--- src/rtl/apb_pkg.sv ---
// apb_pkg: state encoding and default address-map constants shared by the
// apb_manager_n bridge and its address decoder.
package apb_pkg;

  typedef enum logic [1:0] {
    IDLE,
    SETUP,
    ACCESS,
    DERR
  } apb_state_e;

  localparam logic [31:0] DEF_BASE_ADDR = 32'h1000_0000;
  localparam int unsigned DEF_SUB_SHIFT = 12;

endpackage

--- src/rtl/apb_addr_decoder.sv ---
// apb_addr_decoder: maps a request address onto one of NUM_SUB equal windows
// starting at BASE_ADDR; purely combinational.
module apb_addr_decoder
  import apb_pkg::*;
#(
  parameter int unsigned       NUM_SUB   = 4,
  parameter int unsigned       ADDR_W    = 32,
  parameter logic [ADDR_W-1:0] BASE_ADDR = ADDR_W'(DEF_BASE_ADDR),
  parameter int unsigned       SUB_SHIFT = DEF_SUB_SHIFT
) (
  input  logic [ADDR_W-1:0]  addr,
  output logic               hit,
  output logic [NUM_SUB-1:0] sel
);

  // One extra bit so a region ending exactly at the top of the address space
  // cannot wrap to zero.
  localparam logic [ADDR_W:0] REGION_SIZE = (ADDR_W + 1)'(NUM_SUB) << SUB_SHIFT;

  logic [ADDR_W-1:0] offset;

  // NOTE: every output of a combinational block is assigned on every path,
  // otherwise synthesis infers a latch to hold the old value.
  always_comb begin
    offset = addr - BASE_ADDR;
    hit    = (addr >= BASE_ADDR) && ({1'b0, offset} < REGION_SIZE);
    sel    = hit ? (NUM_SUB'(1) << (offset >> SUB_SHIFT)) : '0;
  end

endmodule

--- src/rtl/apb_manager_n.sv ---
// apb_manager_n: bridges a single-outstanding processor request port onto an
// APB bus with NUM_SUB subordinates. Define APB_TIMEOUT_EN to abort stalled accesses.
module apb_manager_n
  import apb_pkg::*;
#(
  parameter int unsigned       NUM_SUB     = 4,
  parameter int unsigned       ADDR_W      = 32,
  parameter int unsigned       DATA_W      = 32,
  parameter logic [ADDR_W-1:0] BASE_ADDR   = ADDR_W'(DEF_BASE_ADDR),
  parameter int unsigned       SUB_SHIFT   = DEF_SUB_SHIFT,
  parameter int unsigned       TIMEOUT_CYC = 16
) (
  input  logic                      PCLK,
  input  logic                      PRESET,
  output logic [ADDR_W-1:0]         PADDR,
  output logic                      PWRITE,
  output logic                      PENABLE,
  output logic [DATA_W-1:0]         PWDATA,
  output logic [NUM_SUB-1:0]        PSEL,
  input  logic [NUM_SUB*DATA_W-1:0] PRDATA,
  input  logic [NUM_SUB-1:0]        PREADY,
  input  logic [NUM_SUB-1:0]        PSLVERR,
  input  logic                      transfer,
  input  logic                      write,
  input  logic [ADDR_W-1:0]         addr,
  input  logic [DATA_W-1:0]         wdata,
  output logic [DATA_W-1:0]         rdata,
  output logic                      ready,
  output logic                      error,
  output logic                      busy
);

  apb_state_e         state;
  logic               dec_hit;
  logic [NUM_SUB-1:0] dec_sel;
  logic               sub_ready;
  logic               sub_err;
  logic [DATA_W-1:0]  sub_rdata;

  apb_addr_decoder #(
    .NUM_SUB   (NUM_SUB),
    .ADDR_W    (ADDR_W),
    .BASE_ADDR (BASE_ADDR),
    .SUB_SHIFT (SUB_SHIFT)
  ) u_decoder (
    .addr (addr),
    .hit  (dec_hit),
    .sel  (dec_sel)
  );

  // PSEL is the registered one-hot select, so it masks off every other subordinate.
  always_comb begin
    sub_ready = |(PREADY & PSEL);
    sub_err   = |(PSLVERR & PSEL);
    sub_rdata = '0;
    for (int i = 0; i < NUM_SUB; i++) begin
      if (PSEL[i]) sub_rdata = sub_rdata | PRDATA[i*DATA_W +: DATA_W];
    end
  end

`ifdef APB_TIMEOUT_EN
  localparam int unsigned TO_W = ($clog2(TIMEOUT_CYC + 1) > 5) ? $clog2(TIMEOUT_CYC + 1) : 5;
  logic [TO_W-1:0] to_cnt;
`endif

  // NOTE: sequential state uses non-blocking assignments so every register
  // samples pre-edge values regardless of statement order.
  always_ff @(posedge PCLK) begin
    if (!PRESET) begin
      state   <= IDLE;
      PSEL    <= '0;
      PENABLE <= 1'b0;
      PWRITE  <= 1'b0;
      PADDR   <= '0;
      PWDATA  <= '0;
      rdata   <= '0;
      ready   <= 1'b0;
      error   <= 1'b0;
      busy    <= 1'b0;
`ifdef APB_TIMEOUT_EN
      to_cnt  <= '0;
`endif
    end else begin
      ready <= 1'b0;
      error <= 1'b0;
      unique case (state)
        IDLE: begin
          if (transfer) begin
            busy   <= 1'b1;
            PWRITE <= write;
            PADDR  <= addr;
            PWDATA <= wdata;
            if (dec_hit) begin
              PSEL  <= dec_sel;
              state <= SETUP;
`ifdef APB_TIMEOUT_EN
              to_cnt <= '0;
`endif
            end else begin
              state <= DERR;
            end
          end
        end
        SETUP: begin
          PENABLE <= 1'b1;
          state   <= ACCESS;
        end
        ACCESS: begin
          if (sub_ready) begin
            PSEL    <= '0;
            PENABLE <= 1'b0;
            ready   <= 1'b1;
            error   <= sub_err;
            rdata   <= PWRITE ? '0 : sub_rdata;
            busy    <= 1'b0;
            state   <= IDLE;
          end
`ifdef APB_TIMEOUT_EN
          else if (to_cnt == TO_W'(TIMEOUT_CYC - 1)) begin
            PSEL    <= '0;
            PENABLE <= 1'b0;
            ready   <= 1'b1;
            error   <= 1'b1;
            rdata   <= '0;
            busy    <= 1'b0;
            state   <= IDLE;
          end else begin
            to_cnt <= to_cnt + TO_W'(1);
          end
`endif
        end
        DERR: begin
          ready <= 1'b1;
          error <= 1'b1;
          rdata <= '0;
          busy  <= 1'b0;
          state <= IDLE;
        end
      endcase
    end
  end

endmodule

--- config.mk ---
export PLATFORM = sky130hd
export DESIGN_NAME = apb_manager_n
export DESIGN_NICKNAME = d
export VERILOG_FILES = /design/src/rtl/apb_pkg.sv /design/src/rtl/apb_addr_decoder.sv /design/src/rtl/apb_manager_n.sv
export SDC_FILE = /design/constraint.sdc
export NUM_CORES = 1
export LEC_CHECK = 0
export BUFFER_PORTS_ARGS = -buffer_cell sky130_fd_sc_hd__buf_2
export CORE_MARGIN = 1.5
export CORE_UTILIZATION = 25
export CTS_CLUSTER_SIZE = 30
export DETAILED_ROUTE_END_ITERATION = 8
export SYNTH_ARGS = -nofsm -noshare
export SYNTH_HDL_FRONTEND = slang
export SYNTH_SLANG_ARGS = --single-unit
--- constraint.sdc ---
create_clock -name PCLK -period 1.98 [get_ports PCLK]
set_clock_uncertainty 0.05 [all_clocks]
set_input_delay 0.099 -clock PCLK [delete_from_list [all_inputs] [get_ports PCLK]]
set_output_delay 0.099 -clock PCLK [all_outputs]
set_load 0.01 [all_outputs]
==> impl_metrics.csv, run 1 <==
group,metric,value,unit
clock_tree,tritoncts.num_buffers,9,
floorplanning,design.core.area,17840,um2
cells_and_area,stdcell_area,7320,um2
cells_and_area,multi_input_logic_area,2221,um2
cells_and_area,fin_nets,1128,
logic_synthesis,synth_edf_count,0,
critical_path,cp_data_arrival_time,2.13,ns
logic_synthesis,ys.warnings.count,0,
pwr,standby_leakage_power,3.491,nW
floorplanning,dieArea,18940,um2
critical_path,path_class,"input port to flop",
logic_synthesis,syn_nets,780,
detailed_routing,detailedRoute.firstIterationViolations,193,
hold_path,hold_class,"input port to flop",
cells_and_area,antenna_cells_inserted,0,
critical_path,crit_fanout,4,
logic_synthesis,synth_top_family_by_area,"compound AO/OA/AOI/OAI gates",
placement,postPlaceCellArea,6390,um2
floorplanning,die-height,137.6,um
pwr,power.density_cell_area,663.9,nW/um2
status,outcome,"complete, no violations",
logic_synthesis,synthDistinctLibCells,29,
detailed_routing,vias_per_cell,4.643,
clock_tree,htree_num_levels,3,
timing,final.hold.worst_slack,0.01313,ns
clock_tree,clkLatencyLatePin,0.34,ns
clock_tree,postCtsSetupRepairBufs,0,
global_route,initial_antenna_violation_count,0,
timing,final-hold-violation-count,0,
logic_synthesis,post_synth_inst_count,573,
clock_tree,clk_pin_slew,0.07,ns
placement,gp_congestion,0.7683,
pwr,power.share.switching,26.90,%
detailed_routing,num_vias,5363,
global_route,grt_max_degree,59,
pwr,internal_power,0.003552,W
detailed_routing,ant_nets,0,
critical_path,timing.critical_path.required,2.21,ns
critical_path,endpoint_class_of_the_critical_path,"flop",
logic_synthesis,synth_adder_area_share,0.8283,%
logic_synthesis,synth.ff_latch_count,107,
logic_synthesis,ys_seq_area_share,47.27,%
placement,placed_wire_length_estimate,11960,um
pwr,p_seq_share,47.3,%
pwr,pwr-share-comb,16.6,%
global_route,first_pass_grt_wire_length,24500,um
logic_synthesis,synth-compound-area-share,26.28,%
detailed_routing,drt-wirelength-per-cell,14.70,um
cells_and_area,areaGrowthSynthToFinish,61.51,%
pwr,netSwitchingPower,0.001307,W
logic_synthesis,post_synth.cell_area_avg,7.909,um2
global_route,grt.overflow.total,0,
logic_synthesis,syn-cell-area,4532,um2
floorplanning,dieWidth,137.6,um
pwr,power,0.004859,W
placement,placement.io_buffers,308,
timing,max_freq,523.9,MHz
clock_tree,cts_tree,"built",
logic_synthesis,synthMuxAreaShare,0.8835,%
pwr,max-vdd-ir-drop,0.0004243,V
run,maxCapViolCount,0,
clock_tree,cts-root-buf,"sky130_fd_sc_hd__clkbuf_16",
global_route,grt_pass1_vias,4990,
timing,maxSlewHeadroom,68.22,%
timing,maxSlewViolCount,0,
pwr,clock_power_share,36.1,%
floorplanning,initial_core_util,25.40,%
timing,finalCriticalPeriod,1.909,ns
detailed_routing,drc,0,
floorplanning,floorplan.rows,49,
clock_tree,max-clock-path-buffers,2,
cells_and_area,fill_count,1893,
detailed_routing,detail_route.wirelength,16980,um
cells_and_area,layout.area.seq,2142,um2
timing,part_of_the_cycle_the_worst_path_needs,96.41,%
logic_synthesis,synth_simple_gate_area_share,20.43,%
cells_and_area,drive_gt1_share,37.69,%
logic_synthesis,synthXorXnorAreaFrac,0,%
logic_synthesis,synthFlopType,"sky130_fd_sc_hd__dfxtp_1",
global_route,gr-usage-all-layers,16.73,%
clock_tree,numClockSinks,107,
timing,tightest_slew,0.4762,ns
logic_synthesis,synth_async_sr_flop_share,0,%
critical_path,start_kind,"input port",
detailed_routing,drt_pre_antenna_iters,5,
floorplanning,io-pin-count,309,
timing,finalSetupViolCount,0,
[critical path: stages]
cell                            delay [ns]
sky130_fd_sc_hd__dlygate4sd3_1        0.54
sky130_fd_sc_hd__buf_2                0.13
sky130_fd_sc_hd__or2_4                0.26
sky130_fd_sc_hd__o41ai_4              0.39
sky130_fd_sc_hd__nor2_2               0.08
sky130_fd_sc_hd__a2111oi_4            0.27
sky130_fd_sc_hd__buf_4                0.20
sky130_fd_sc_hd__mux2i_1              0.17
[timing repair]
item | in CTS | in global routing
setup endpoints to repair | 0 | 4
hold buffers | 64 | 0
resized for setup | 0 | 1
endpoints found under the hold margin | 65 | 0
[cell type report]
class / instances / area share (%)
timing repair buffer: 385 / 32.34
multi-input combinational: 414 / 30.34
sequential: 107 / 29.26
tap: 229 / 3.915
clock buffer: 10 / 3.265
clock inverter: 6 / 0.6496
inverter: 4 / 0.2222
[registers in the layout, indices dropped and copies added (netlist names)]
signal,cells
PADDR,32
PWDATA,32
rdata,32
PSEL,4
state,2
PENABLE,1
PWRITE,1
busy,1
error,1
ready,1
[worst paths after layout]
path         startpoint          to  slack, ns  cells past startpoint
min reg2reg  PWDATA[25]  PWDATA[25]       0.40                      2
min            addr[28]   PADDR[28]       0.01                      3
max reg2reg    state[1]  PWDATA[28]       0.20                      6
max            addr[14]     PSEL[0]       0.07                      8
[synthesized netlist by cell type (2+ instances only)]
cell	instances	area share [%]
sky130_fd_sc_hd__a22oi_1	100	17
sky130_fd_sc_hd__nand2_1	170	14
sky130_fd_sc_hd__clkbuf_1	44	3.6
sky130_fd_sc_hd__a21oi_1	68	7.5
sky130_fd_sc_hd__buf_1	4	0.33
sky130_fd_sc_hd__mux2i_1	4	0.88
sky130_fd_sc_hd__nand3b_1	2	0.33
sky130_fd_sc_hd__or4_4	2	0.50
sky130_fd_sc_hd__or2_2	2	0.28
sky130_fd_sc_hd__nor2_1	43	3.6
sky130_fd_sc_hd__ha_1	3	0.83
sky130_fd_sc_hd__a211oi_1	2	0.33
sky130_fd_sc_hd__nand3_1	2	0.22
sky130_fd_sc_hd__and4_1	2	0.39
sky130_fd_sc_hd__inv_1	4	0.33
sky130_fd_sc_hd__dfxtp_1	107	47
sky130_fd_sc_hd__o21ai_0	2	0.22
[power by group through the flow]
stage | Combinational [W] | Clock [W] | Sequential [W]
detailed placement | 0.000705 | 0 | 0.00235
CTS | 0.000803 | 0.00183 | 0.00230
global placement | 0.000699 | 0 | 0.00234
global route | 0.000888 | 0.00191 | 0.00231
floorplan | 0.000250 | 0 | 0.00239
finish | 0.000805 | 0.00176 | 0.00230
[placed cells by master, fill, tap and decap left out, drive strengths merged, types with 2 or more instances in the layout]
master and count:
a211oi 2, or4 3, mux2i 4, clkinv 5, inv 5, nand2 170
nor2 44, o21ai 3, and4 2, a21oi 68, a22oi 100, nand3b 2
dfxtp 107, dlygate4sd3 64, clkbuf 10, nand3 2, buf 321, ha 3
or2 2
[kinds of logic (layout without fill, tap and decap cells)]
group,Yosys count,in the layout
flip-flops,107,107
multiplexers,4,4
buffers and inverters,52,405
AO/OA/AOI/OAI,177,177
AND/OR/NAND/NOR,230,230
adder cells (fa/ha/maj),3,3
[metrics by stage]
stage / cells / util [%] / setup slack [ns] / TNS (ns)
finish: 1155 / 41.03 / 0.07116 / 0
global route: 1155 / 41.03 / -0.00006750 / -0.00006750
CTS: 1155 / 41.01 / 0.06599 / 0
detailed placement: 1075 / 35.82 / -0.06258 / -0.1676
global placement: 1075 / 35.82 / -0.04717 / -0.1795
floorplan: 573 / - / 0.1454 / 0
[per-layer routing]
metal | vias to the layer above | GRT usage, % | part of all wire, %
li1 | 2683 | - | -
met1 | 2446 | 18.30 | 39
met4 | 0 | 6.725 | 2.2
met3 | 23 | 3.127 | 7.1
met5 | - | 0 | 0
met2 | 211 | 31.47 | 51
Power figures use the tool's default switching activity.
==> run 2: changes to the inputs <==
--- a/config.mk
+++ b/config.mk
@@ -8,8 +8,9 @@
 export BUFFER_PORTS_ARGS = -buffer_cell sky130_fd_sc_hd__buf_2
 export CORE_MARGIN = 1.5
 export CORE_UTILIZATION = 25
-export CTS_CLUSTER_SIZE = 30
+export CTS_CLUSTER_SIZE = 20
 export DETAILED_ROUTE_END_ITERATION = 8
+export PLACE_DENSITY_LB_ADDON = 0.2
 export SYNTH_ARGS = -nofsm -noshare
 export SYNTH_HDL_FRONTEND = slang
 export SYNTH_SLANG_ARGS = --single-unit
==> impl_metrics.csv, run 2 (synthesis results as in run 1) <==
group,metric,value,unit
floorplanning,design.core.area,17840,um2
pwr,power.density_cell_area,677.0,nW/um2
global_route,grt_pass1_vias,4981,
clock_tree,clk_pin_slew,0.07,ns
timing,finalSetupViolCount,0,
timing,tightest_slew,0.4955,ns
cells_and_area,layout.area.seq,2142,um2
placement,inst_count_dp,1078,
timing,finalSetupTns,0,ns
pwr,max-vdd-ir-drop,0.0003510,V
critical_path,start_kind,"input port",
global_route,grt.overflow.total,0,
clock_tree,htree_num_levels,3,
detailed_routing,detail_route.wirelength,17480,um
detailed_routing,ant_nets,0,
timing,maxSlewHeadroom,66.97,%
cells_and_area,drive_gt1_share,38.20,%
timing,final-hold-violation-count,0,
global_route,first_pass_grt_wire_length,25580,um
critical_path,cpPeakStageDelay,0.53,ns
detailed_routing,drt-wirelength-per-cell,15.04,um
cells_and_area,fin_nets,1135,
critical_path,timing.critical_path.required,2.21,ns
hold_path,hold_class,"input port to flop",
placement,gp_congestion,0.7061,
cells_and_area,fill_count,1842,
cells_and_area,layout.cells.most_common_list,"307 x sky130_fd_sc_hd__buf_2, 170 x sky130_fd_sc_hd__nand2_1, 107 x sky130_fd_sc_hd__dfxtp_1",
clock_tree,clkLatencyLatePin,0.35,ns
hold_path,timing.hold.worst_endpoint,"PSEL[3]",
critical_path,path_class,"input port to flop",
hold_path,whs_path_depth,3,
hold_path,hold_path_startpoint,"PRESET",
critical_path,critical-path-top-delay-family,"buffers and inverters",
pwr,standby_leakage_power,3.544,nW
run,maxCapViolCount,0,
detailed_routing,detailedRoute.firstIterationViolations,266,
timing,maxSlewViolCount,0,
critical_path,timing.rr.start,"state[1]",
critical_path,cp_data_arrival_time,2.05,ns
detailed_routing,drt_pre_antenna_iters,4,
floorplanning,dieArea,18940,um2
critical_path,endpoint_class_of_the_critical_path,"flop",
timing,part_of_the_cycle_the_worst_path_needs,92.21,%
clock_tree,max-clock-path-buffers,2,
global_route,initial_antenna_violation_count,2,
critical_path,r2r_setup_slack,0.18,ns
critical_path,worst-r2r-cell-count,6,
critical_path,number_of_buffer_and_inverter_instances_along_the_worst_setup_path,3,
cells_and_area,areaGrowthSynthToFinish,63.53,%
cells_and_area,stdcell_area,7411,um2
status,outcome,"complete, no violations",
floorplanning,io-pin-count,309,
critical_path,regToRegEndpoint,"PWDATA[24]",
floorplanning,die-height,137.6,um
placement,pre_cts_ws,-0.04995,ns
clock_tree,cts_tree,"built",
critical_path,crit_path_top_delay_cell,"sky130_fd_sc_hd__dlygate4sd3_1",
clock_tree,tritoncts.num_buffers,9,
clock_tree,cts-root-buf,"sky130_fd_sc_hd__clkbuf_16",
global_route,gr-usage-all-layers,17.41,%
critical_path,crit_path_cell_trace,"dlygate4sd3_1 -> buf_2 -> or2_4 -> o41ai_4 -> nor2_2 -> a2111oi_4 -> buf_4 -> mux2i_1",
timing,timing.final.ws_setup,0.1542,ns
critical_path,crit_fanout,4,
timing,grt_setup_unrepaired,"no",
timing,finalCriticalPeriod,1.826,ns
floorplanning,initial_core_util,25.40,%
cells_and_area,multi_input_logic_area,2236,um2
cells_and_area,layout_commonest_cell,"sky130_fd_sc_hd__buf_2",
detailed_routing,num_vias,5361,
timing,max_freq,547.7,MHz
cells_and_area,finish.cell_count_without_fillers,1162,
cells_and_area,largestRegisters,"PADDR x32, PWDATA x32, rdata x32",
pwr,power,0.005017,W
global_route,grt_max_degree,60,
placement,placement.io_buffers,308,
placement,postPlaceCellArea,6407,um2
placement,placed_wire_length_estimate,12480,um
clock_tree,numClockSinks,107,
floorplanning,dieWidth,137.6,um
detailed_routing,drc,0,
detailed_routing,vias_per_cell,4.614,
floorplanning,floorplan.rows,49,
## run 2: worst max path at each step
stage	slack (ns)	endpoint	startpoint	depth (start not counted)
detailed placement	-0.05	PSEL[1]	addr[24]	7
global placement	-0.05	PSEL[0]	addr[24]	7
CTS	0.01	PSEL[1]	addr[28]	10
finish	0.15	PSEL[1]	addr[14]	8
global route	0.006	PADDR[25]	state[1]	6
floorplan	0.15	PSEL[0]	addr[24]	5
## run 2: through the flow
stage / utilization [%] / hold WS, ns
2_1_floorplan: - / 0.1850
3_3_place_gp: 35.91 / 0.2920
3_5_place_dp: 35.91 / 0.2951
4_1_cts: 41.29 / 0.01216
5_1_grt: 41.54 / 0.02441
6_report: 41.54 / 0.02648
## run 2: worst reg2reg max path, delay by kind of cell (launching register included)
family / cells / cell delay (ns)
simple gates: 3 / 0.65
flops: 1 / 0.48
buf+inv: 2 / 0.40
compound gates: 1 / 0.15
## run 2: metal layers
layer | track usage [%] | vias to the layer above | share of wire (%)
li1 | - | 2699 | -
met1 | 20.42 | 2453 | 41
met2 | 31.03 | 190 | 50
met3 | 3.569 | 17 | 7.0
met4 | 6.608 | 2 | 1.6
met5 | 0 | - | 0.069
## run 2: final cells by class
type	instances	area share [%]
Clock inverter	4	0.7597
Multi-Input combinational cell	414	30.17
Inverter	4	0.2195
Antenna cell	1	0.03377
Clock buffer	11	3.410
Timing Repair Buffer	392	32.64
Tap cell	229	3.866
Sequential cell	107	28.90
## run 2: repair_timing
action	in CTS	in global routing
hold endpoints to repair	67	0
setup buffers	0	3
setup endpoints to repair	0	4
gates resized for setup	0	7
hold buffers	65	0
## run 2: power breakdown
| part | internal [W] | switching (W) | leakage [nW] | total, W |
|---|---|---|---|---|
| logic | 0.000418 | 0.000408 | 2.52 | 0.000826 |
| clock network | 0.00106 | 0.000835 | 0.153 | 0.00189 |
| registers | 0.00225 | 0.0000508 | 0.872 | 0.00230 |
| total | 0.00372 | 0.00129 | 3.54 | 0.00502 |
